**src/rtl/d_mem_access_ctrl_rv_pkg.sv**
```systemverilog
// Shared encodings and load-extraction helpers for the data-memory access controller.
package d_mem_access_ctrl_rv_pkg;

  typedef enum logic [1:0] {
    MEM_ACCESS_NONE      = 2'd0,
    MEM_ACCESS_BYTE      = 2'd1,
    MEM_ACCESS_HALF_WORD = 2'd2,
    MEM_ACCESS_WORD      = 2'd3
  } mem_access_e;

  typedef enum logic [1:0] {
    D_MEM_CTRL_ST_IDLE  = 2'd0,
    D_MEM_CTRL_ST_BUS   = 2'd1,
    D_MEM_CTRL_ST_RESP  = 2'd2,
    D_MEM_CTRL_ST_FAULT = 2'd3
  } d_mem_ctrl_st_e;

  function automatic logic is_misaligned(input logic [1:0] size, input logic [1:0] addr_lo);
    case (size)
      MEM_ACCESS_HALF_WORD: return addr_lo[0];
      MEM_ACCESS_WORD:      return |addr_lo;
      default:              return 1'b0;
    endcase
  endfunction

  // Lane select by shifting the addressed byte down to bit 0, then extend.
  function automatic logic [31:0] load_extend(input logic [31:0] rdata, input logic [1:0] addr_lo,
                                               input logic [1:0] size, input logic sign);
    logic [31:0] sh;
    sh = rdata >> {addr_lo, 3'b000};
    case (size)
      MEM_ACCESS_BYTE:      return {{24{sign & sh[7]}}, sh[7:0]};
      MEM_ACCESS_HALF_WORD: return {{16{sign & sh[15]}}, sh[15:0]};
      MEM_ACCESS_WORD:      return rdata;
      default:              return 32'd0;
    endcase
  endfunction

endpackage

```
**src/rtl/d_mem_access_ctrl_rv_write.sv**
```systemverilog
// Store lane builder: byte enables and replicated-lane write data from address, size and data.
module d_mem_access_ctrl_rv_write
  import d_mem_access_ctrl_rv_pkg::*;
(
  input  logic [1:0]  i_addr_lo,
  input  logic [1:0]  i_size,
  input  logic [31:0] i_data,
  output logic [3:0]  o_byte_en,
  output logic [31:0] o_lane_data
);

  always_comb begin
    o_byte_en   = 4'b0000;
    o_lane_data = 32'd0;
    case (i_size)
      MEM_ACCESS_BYTE: begin
        o_byte_en   = 4'b0001 << i_addr_lo;
        o_lane_data = {4{i_data[7:0]}};
      end
      MEM_ACCESS_HALF_WORD: begin
        o_byte_en   = 4'b0011 << i_addr_lo;
        o_lane_data = {2{i_data[15:0]}};
      end
      MEM_ACCESS_WORD: begin
        o_byte_en   = 4'b1111;
        o_lane_data = i_data;
      end
      default: begin
        o_byte_en   = 4'b0000;
        o_lane_data = 32'd0;
      end
    endcase
  end

endmodule

```
**src/rtl/d_mem_access_ctrl_rv.sv**
```systemverilog
// Data-memory access controller: sequences one load/store at a time onto a req/ack word bus,
// flags misalignment and bus timeouts, and returns a single-cycle response per accepted request.
module d_mem_access_ctrl_rv
  import d_mem_access_ctrl_rv_pkg::*;
#(
  parameter int TIMEOUT_CYCLES = 16
)
(
  input  logic        iwClk,
  input  logic        iwRst,
  input  logic        iwReqValid,
  output logic        owReqReady,
  input  logic [31:0] iwAddress,
  input  logic [1:0]  iwDMemAccess,
  input  logic        iwDMemSignExtend,
  input  logic        iwWrite,
  input  logic [31:0] iwWriteData,
  output logic        owBusReq,
  output logic        owBusWrite,
  output logic [31:0] owBusAddress,
  output logic [3:0]  owBusByteEn,
  output logic [31:0] owBusWData,
  input  logic        iwBusAck,
  input  logic [31:0] iwBusRData,
  output logic        owRespValid,
  output logic [31:0] owRespData,
  output logic        owMisaligned,
  output logic        owBusError,
  output logic        owBusy
);

  localparam int CNT_W = (TIMEOUT_CYCLES > 2) ? $clog2(TIMEOUT_CYCLES) : 1;
  localparam logic [CNT_W-1:0] CNT_LAST = CNT_W'(TIMEOUT_CYCLES - 1);

  d_mem_ctrl_st_e    r_state;
  d_mem_ctrl_st_e    w_next_state;
  logic [CNT_W-1:0]  r_cnt;
  logic              r_bus_err;
  logic [31:0]       r_addr;
  logic [1:0]        r_size;
  logic              r_sign;
  logic              r_write;
  logic [31:0]       r_wdata;
  logic [31:0]       r_rdata;
  logic              w_accept;
  logic [3:0]        w_byte_en;
  logic [31:0]       w_lane_data;

  assign w_accept = iwReqValid & (r_state == D_MEM_CTRL_ST_IDLE);

  // State, timeout counter and fault cause are reset; captured request/read fields are not.
  always_ff @(posedge iwClk) begin
    if (iwRst) begin
      r_state   <= D_MEM_CTRL_ST_IDLE;
      r_cnt     <= '0;
      r_bus_err <= 1'b0;
    end else begin
      r_state <= w_next_state;
      if (r_state == D_MEM_CTRL_ST_BUS) begin
        if (r_cnt != CNT_LAST) r_cnt <= r_cnt + 1'b1;
      end else begin
        r_cnt <= '0;
      end
      if (w_next_state == D_MEM_CTRL_ST_FAULT)
        r_bus_err <= (r_state == D_MEM_CTRL_ST_BUS);
    end
    if (w_accept) begin
      r_addr  <= iwAddress;
      r_size  <= iwDMemAccess;
      r_sign  <= iwDMemSignExtend;
      r_write <= iwWrite;
      r_wdata <= iwWriteData;
    end
    if ((r_state == D_MEM_CTRL_ST_BUS) && iwBusAck) r_rdata <= iwBusRData;
  end

  always_comb begin
    w_next_state = r_state;
    case (r_state)
      D_MEM_CTRL_ST_IDLE: begin
        if (w_accept) begin
          if (is_misaligned(iwDMemAccess, iwAddress[1:0]))
            w_next_state = D_MEM_CTRL_ST_FAULT;
          else if (iwDMemAccess == MEM_ACCESS_NONE)
            w_next_state = D_MEM_CTRL_ST_RESP;
          else
            w_next_state = D_MEM_CTRL_ST_BUS;
        end
      end
      // Ack wins over timeout when both land on the last allowed cycle.
      D_MEM_CTRL_ST_BUS: begin
        if (iwBusAck)
          w_next_state = D_MEM_CTRL_ST_RESP;
        else if (r_cnt == CNT_LAST)
          w_next_state = D_MEM_CTRL_ST_FAULT;
      end
      D_MEM_CTRL_ST_RESP:  w_next_state = D_MEM_CTRL_ST_IDLE;
      D_MEM_CTRL_ST_FAULT: w_next_state = D_MEM_CTRL_ST_IDLE;
      default:             w_next_state = D_MEM_CTRL_ST_IDLE;
    endcase
  end

  d_mem_access_ctrl_rv_write u_write (
    .i_addr_lo   (r_addr[1:0]),
    .i_size      (r_size),
    .i_data      (r_wdata),
    .o_byte_en   (w_byte_en),
    .o_lane_data (w_lane_data)
  );

  always_comb begin
    owReqReady   = 1'b0;
    owBusReq     = 1'b0;
    owBusWrite   = 1'b0;
    owBusAddress = 32'd0;
    owBusByteEn  = 4'b0000;
    owBusWData   = 32'd0;
    owRespValid  = 1'b0;
    owRespData   = 32'd0;
    owMisaligned = 1'b0;
    owBusError   = 1'b0;
    owBusy       = 1'b1;
    case (r_state)
      D_MEM_CTRL_ST_IDLE: begin
        owReqReady = 1'b1;
        owBusy     = 1'b0;
      end
      D_MEM_CTRL_ST_BUS: begin
        owBusReq     = 1'b1;
        owBusWrite   = r_write;
        owBusAddress = {r_addr[31:2], 2'b00};
        owBusByteEn  = r_write ? w_byte_en : 4'b1111;
        owBusWData   = r_write ? w_lane_data : 32'd0;
      end
      D_MEM_CTRL_ST_RESP: begin
        owRespValid = 1'b1;
        owRespData  = r_write ? 32'd0 : load_extend(r_rdata, r_addr[1:0], r_size, r_sign);
      end
      D_MEM_CTRL_ST_FAULT: begin
        owRespValid  = 1'b1;
        owMisaligned = ~r_bus_err;
        owBusError   = r_bus_err;
      end
      default: owBusy = 1'b1;
    endcase
  end

endmodule

```
**config.mk**
```make
export PLATFORM = sky130hd
export DESIGN_NAME = d_mem_access_ctrl_rv
export DESIGN_NICKNAME = d
export VERILOG_FILES = /design/src/rtl/d_mem_access_ctrl_rv_pkg.sv /design/src/rtl/d_mem_access_ctrl_rv_write.sv /design/src/rtl/d_mem_access_ctrl_rv.sv
export SDC_FILE = /design/constraint.sdc
export NUM_CORES = 1
export LEC_CHECK = 0
export BUFFER_PORTS_ARGS = -buffer_cell sky130_fd_sc_hd__buf_4
export CELL_PAD_IN_SITES_DETAIL_PLACEMENT = 1
export CELL_PAD_IN_SITES_GLOBAL_PLACEMENT = 1
export CORE_MARGIN = 2
export CORE_UTILIZATION = 40
export DETAILED_ROUTE_END_ITERATION = 12
export MAX_ROUTING_LAYER = met4
export PLACE_DENSITY_LB_ADDON = 0.08
export SLEW_MARGIN = 20
export SYNTH_ARGS = -nofsm -noshare
export SYNTH_HDL_FRONTEND = slang
export SYNTH_SLANG_ARGS = --single-unit
```
**constraint.sdc**
```tcl
create_clock -name iwClk -period 4.4 [get_ports iwClk]
set_clock_uncertainty 0.15 [all_clocks]
set_input_delay 1.1 -clock iwClk [delete_from_list [all_inputs] [get_ports iwClk]]
set_output_delay 1.1 -clock iwClk [all_outputs]
set_load 0.01 [all_outputs]
```
# --- Word level (Yosys, flattened, before mapping) ---
# Index checks and enable logic that the tools add are counted.
word_totals:
  regBits: 107
  latchBits: 0
  ram_bits: 0
  romBits: 0
  inputBits: 104
  out_inout_bits: 107
  wordCells: 61
  n_memories: 0
op_classes:
  n_addsub: 1
  mul: 0
  n_div: 0
  n_lt_le_gt_ge: 0
  eq_ne: 11
  shift: 3
  n_mux: 26
  bitwise_logic: 5
  n_reduce_logical: 6
op_table:
  columns: ["cell", "n"]
  rows:
  - ["32-bit case mux with 3 select lines", 2]
  - ["32-bit two-way mux", 5]
  - ["32-bit by 5-bit >> shifter with 16-bit output", 1]
  - ["2-bit == test (second input constant)", 7]
  - ["4-bit case mux with 3 select lines", 1]
  - ["2-bit two-way mux", 5]
  - ["1-bit two-way mux", 9]
  - ["4-bit two-way mux", 2]
  - ["2-bit case mux with 3 select lines", 1]
  - ["2-bit OR reduction", 3]
  - ["4-bit by 1-bit adder with 4-bit output (second input constant)", 1]
  - ["2-bit by 1-bit == test with 1-bit output (second input constant)", 2]
  - ["4-bit == test (second input constant)", 1]
  - ["2-bit zero test", 2]
  - ["4-bit != test (second input constant)", 1]
  - ["1-bit by 2-bit left shift with 4-bit output (first input constant)", 1]
  - ["2-bit by 2-bit left shift with 4-bit output (first input constant)", 1]
  - ["1-bit AND", 3]
  - ["1-bit inverter", 2]
  - ["1-bit case mux with 2 select lines", 1]
  - ["1-bit logical AND", 1]

# --- Longest topological paths before layout ---
logic_depth:
  ltp_word: 8
  depth_mapped: 7

# --- Hierarchy ---
# A second synthesis with hierarchy kept.
unflattened:
  cells_unflattened: 425
  area_unflattened_um2: 5215.0
by_module_without_submodules:
  columns: ["module", "n_inst", "cells_per_inst", "area_each_um2"]
  rows:
  - ["d_mem_access_ctrl_rv", 1, 337, 4664.5]
  - ["d_mem_access_ctrl_rv_write", 1, 88, 550.5]

# --- Worst setup path before layout ---
# Ideal clock, no wire load.
synth_path:
  path_kind: "in2reg"
  startpoint: "input port iwReqValid"
  endpoint: "register r_addr[0] (enable)"
  arrival_time_ps: 2696
  slack_ps: 1121
  stages: 1
  path_buffers: 0
  cell_sequence: "and2_1"
synth_between:
  elab_chain_len: 1
synth_lines:
  columns: ["element", "line_no", "source"]
  rows:
  - ["start: declaration", "d_mem_access_ctrl_rv.sv:11", "input logic iwReqValid,"]
  - ["1-bit AND", "d_mem_access_ctrl_rv.sv:49", "assign w_accept = iwReqValid & (r_state == D_MEM_CTRL_ST_IDLE);"]
  - ["end signal: assignment", "d_mem_access_ctrl_rv.sv:68", "r_addr <= iwAddress;"]
  - ["end: declaration", "d_mem_access_ctrl_rv.sv:39", "logic [31:0] r_addr;"]
# No other way between the ends.
# A chain may end at the register's enable or synchronous reset.

# --- Final worst setup path ---
layout_path:
  startpoint: "register r_addr[0]"
  endpoint: "output port owRespData[14]"
layout_between:
  elab_chain_len: 5
layout_lines:
  columns: ["element", "line_no", "source"]
  rows:
  - ["32-bit by 5-bit >> shifter with 16-bit output (*)", "d_mem_access_ctrl_rv_pkg.sv:30", "sh = rdata >> {addr_lo, 3'b000};"]
  - ["1-bit AND", "d_mem_access_ctrl_rv_pkg.sv:32", "MEM_ACCESS_BYTE: return {{24{sign & sh[7]}}, sh[7:0]};"]
  - ["32-bit case mux with 3 select lines (*)", "d_mem_access_ctrl_rv_pkg.sv:31", "case (size)"]
  - ["32-bit two-way mux (*)", "d_mem_access_ctrl_rv.sv:137", "owRespData = r_write ? 32'd0 : load_extend(r_rdata, r_addr[1:0], r_size, r_sign);"]
  - ["32-bit two-way mux (*)", "d_mem_access_ctrl_rv.sv:123", "case (r_state)"]
  - ["end: declaration", "d_mem_access_ctrl_rv.sv:26", "output logic [31:0] owRespData,"]
# Mark *: on every way between the ends. The rest lies on a longest branch, timed or not.

==> metrics.txt <==
fin crit share=0.902; sw frac=0.258; synthesis warning total=0; Iter 0 DRT Violations=305; synthesized cell area=5010 um^2; Die Y=116 um; max-slew violations=0; clock sink count=107; largest net degree at the start of global routing=64; Pwr Density=337 nW/um^2; EDFF count, synth=100; first-pass GRT wire length=22200 um; Worst Slack Setup Final=0.432 ns; clock share of power=0.336; P&R area growth vs syn=38.9%; Fmax=252 MHz; Critical Path RT=3.15 ns; GRT Overall Usage=0.229; dpl ws=0.855 ns; CTS tree=done; 1st-pass router iterations=4; Routability Congestion=0.827; kind of critical path=flop to output port; Internal=1740 uW; VDD IR max=0.269 mV; leakage power=0.00282 uW; postcts setup bufs=0; total CTS buffers=9; Logic pwr share=0.142; CP Capture Type=output port; GRT overflow=0; Post-Syn Area per Cell=12.6 um^2; Routed wire per std cell=19.5 um; Top-Level Pins=211; CTS H-tree depth=3; FILL cells=1278; layout cells sized above 1=0.437; sequential cell fraction of total power=0.522; Top FF cell, synth=edfxtp_1; Gate Count Post-Synth=397; I/O Buffers=208; CP Launch Type=flop; CP arrival=2.72 ns; switching power=603 uW; register area share after synthesis=0.628; Hold Slack=0.369 ns; later-pin clock latency in the skew report=0.36 ns; Max clock buf depth=2; final setup violation count=0; # hold bufs at CTS=0; ys async rst share=0; fin crit period=3.97 ns; die area=13400 um^2; initial antenna violation count=0; Root Driver=clkbuf_16; Hold Path Class=flop to flop; Initial Util=0.413; Synth area leaders=edfxtp_1 60%, and2_1 5.1%, a22oi_1 4.5%; post-synthesis register bit count=107; DR vias/cell=5.20; outcome=finished, final reports clean; CP max FO=13; Via Count=3991; Final Hold Viols=0; Worst-Margin Slew=0.826 ns; row count=40; Netlist cell types=46; max-cap violation count=0; Fin Setup TNS=0 ns; PostCTS Resize Cnt=0; Detailed Place HPWL=10500 um; antenna cells=0; cell taking the most area after synthesis=edfxtp_1; worst rel slew slack=0.449; number of global-route vias before repair=4245; area share of the largest cell type after synthesis=0.600; Core Area=12100 um^2; Final #Nets=704; Worst-path clk slew=0.08 ns; final wirelength=14900 um; DRC Markers=0; RSZ-0062 raised after global routing=no; Die W=116 um; Reg2Reg Setup Slack=2.12 ns; ANT nets after route=0
## metal layers
| layer | part of all wire | global-route usage | vias to the layer above |
|---|---|---|---|
| li1 | - | - | 1855 |
| met3 | 0.088 | 0.0717 | 19 |
| met4 | 0.014 | 0.0611 | 0 |
| met1 | 0.38 | 0.264 | 1951 |
| met2 | 0.52 | 0.388 | 166 |
| met5 | 0 | - | - |
## power groups by stage
stage	Sequential, uW	Clock, uW	Combinational [uW]
after global placement	1240	0	324
after global routing	1230	837	362
after CTS	1220	812	336
after detailed placement	1250	0	334
after floorplan	1230	0	178
final	1220	787	334
## logic make-up (layout without fill, tap and decap cells)
| family | count (synthesis) | after routing | share of synthesized area |
|---|---|---|---|
| xor gates and xnor gates | 1 | 1 | 0.00175 |
| other | 1 | 2 | 0.000749 |
| muxes | 13 | 13 | 0.0442 |
| and+or+nand+nor | 132 | 132 | 0.133 |
| DFF | 107 | 107 | 0.628 |
| AOI/OAI and AO/OA | 101 | 101 | 0.140 |
| adders and majority gates | 6 | 6 | 0.0150 |
| buffers and inverters | 36 | 237 | 0.0372 |
## synth_stat cells (2+ instances only)
cell       number
edfxtp_1      100
nand2_1        42
and2_1         41
a21oi_1        32
a22oi_1        30
nor2_1         26
a21oi_2        15
clkbuf_1       15
buf_2           8
dfxtp_1         7
mux4_2          7
o2bb2ai_1       7
ha_1            6
inv_1           5
buf_6           4
nor3_1          4
buf_4           3
mux2i_1         3
nand3_1         3
nand3b_1        3
o21ai_0         3
o21bai_1        3
a2111oi_0       2
a31oi_1         2
and3_1          2
mux2_2          2
nand2b_1        2
nor2b_1         2
## final timing paths
path,endpoint,start,cells past startpoint
hold / removal,r_cnt[3],r_cnt[3],1
hold reg to reg,r_cnt[3],r_cnt[3],1
setup / recovery,owRespData[14],r_addr[0],6
setup reg to reg,r_rdata[29],r_state[0],4
## worst max-delay path, cell delays in order (launching register included)
cell and delay [ns]:
edfxtp_1 0.74, buf_4 0.32, nor2b_1 0.60, o2bb2ai_1 0.20, a22oi_1 0.12, a21oi_1 0.22
buf_4 0.15
## layout make-up
cell class | count | area, um^2 | share of cell area
sequential | 107 | 3140 | 0.452
tap | 168 | 210 | 0.0302
clock inverter | 7 | 55.1 | 0.00792
timing repair buffer | 215 | 1610 | 0.232
inverter | 6 | 22.5 | 0.00324
multi-input combinational | 255 | 1690 | 0.242
clock buffer | 9 | 225 | 0.0324
## layout by cell type (no fill, tap or decap), types with 2 or more instances in the layout
master     netlist  final
a2111oi_0        2      2
a21oi_1         32     32
a21oi_2         15     15
a22oi_1         30     30
a31oi_1          2      2
and2_1          41     40
and3_1           2      2
buf_4            3    215
clkbuf_16        0      9
conb_1           1      2
dfxtp_1          7      7
edfxtp_1       100    100
ha_1             6      5
inv_1            5      5
inv_6            0      4
mux2_2           2      2
mux2i_1          3      3
mux4_2           7      7
nand2_1         42     42
nand2b_1         2      2
nand3_1          3      3
nand3b_1         3      3
nor2_1          26     26
nor2b_1          2      2
nor3_1           4      4
o21ai_0          3      3
o21bai_1         3      3
o2bb2ai_1        7      7
## metrics by stage
stage                     power (uW)  area (um^2)   util  cells
after global placement          1560         6680  0.551    751
after global routing            2430         6960  0.574    767
after floorplan                 1410         5010      -    398
final                           2340         6960  0.574    767
after detailed placement        1580         6680  0.551    751
after CTS                       2370         6960  0.574    767
## state kept, by name (all words and copies together), names as in the netlist
name and count:
r_rdata 32, r_size 2, r_wdata 32, r_write 1
r_addr 32, r_cnt 4, r_state 2, r_sign 1
r_bus_err 1
Power figures use the tool's default switching activity.
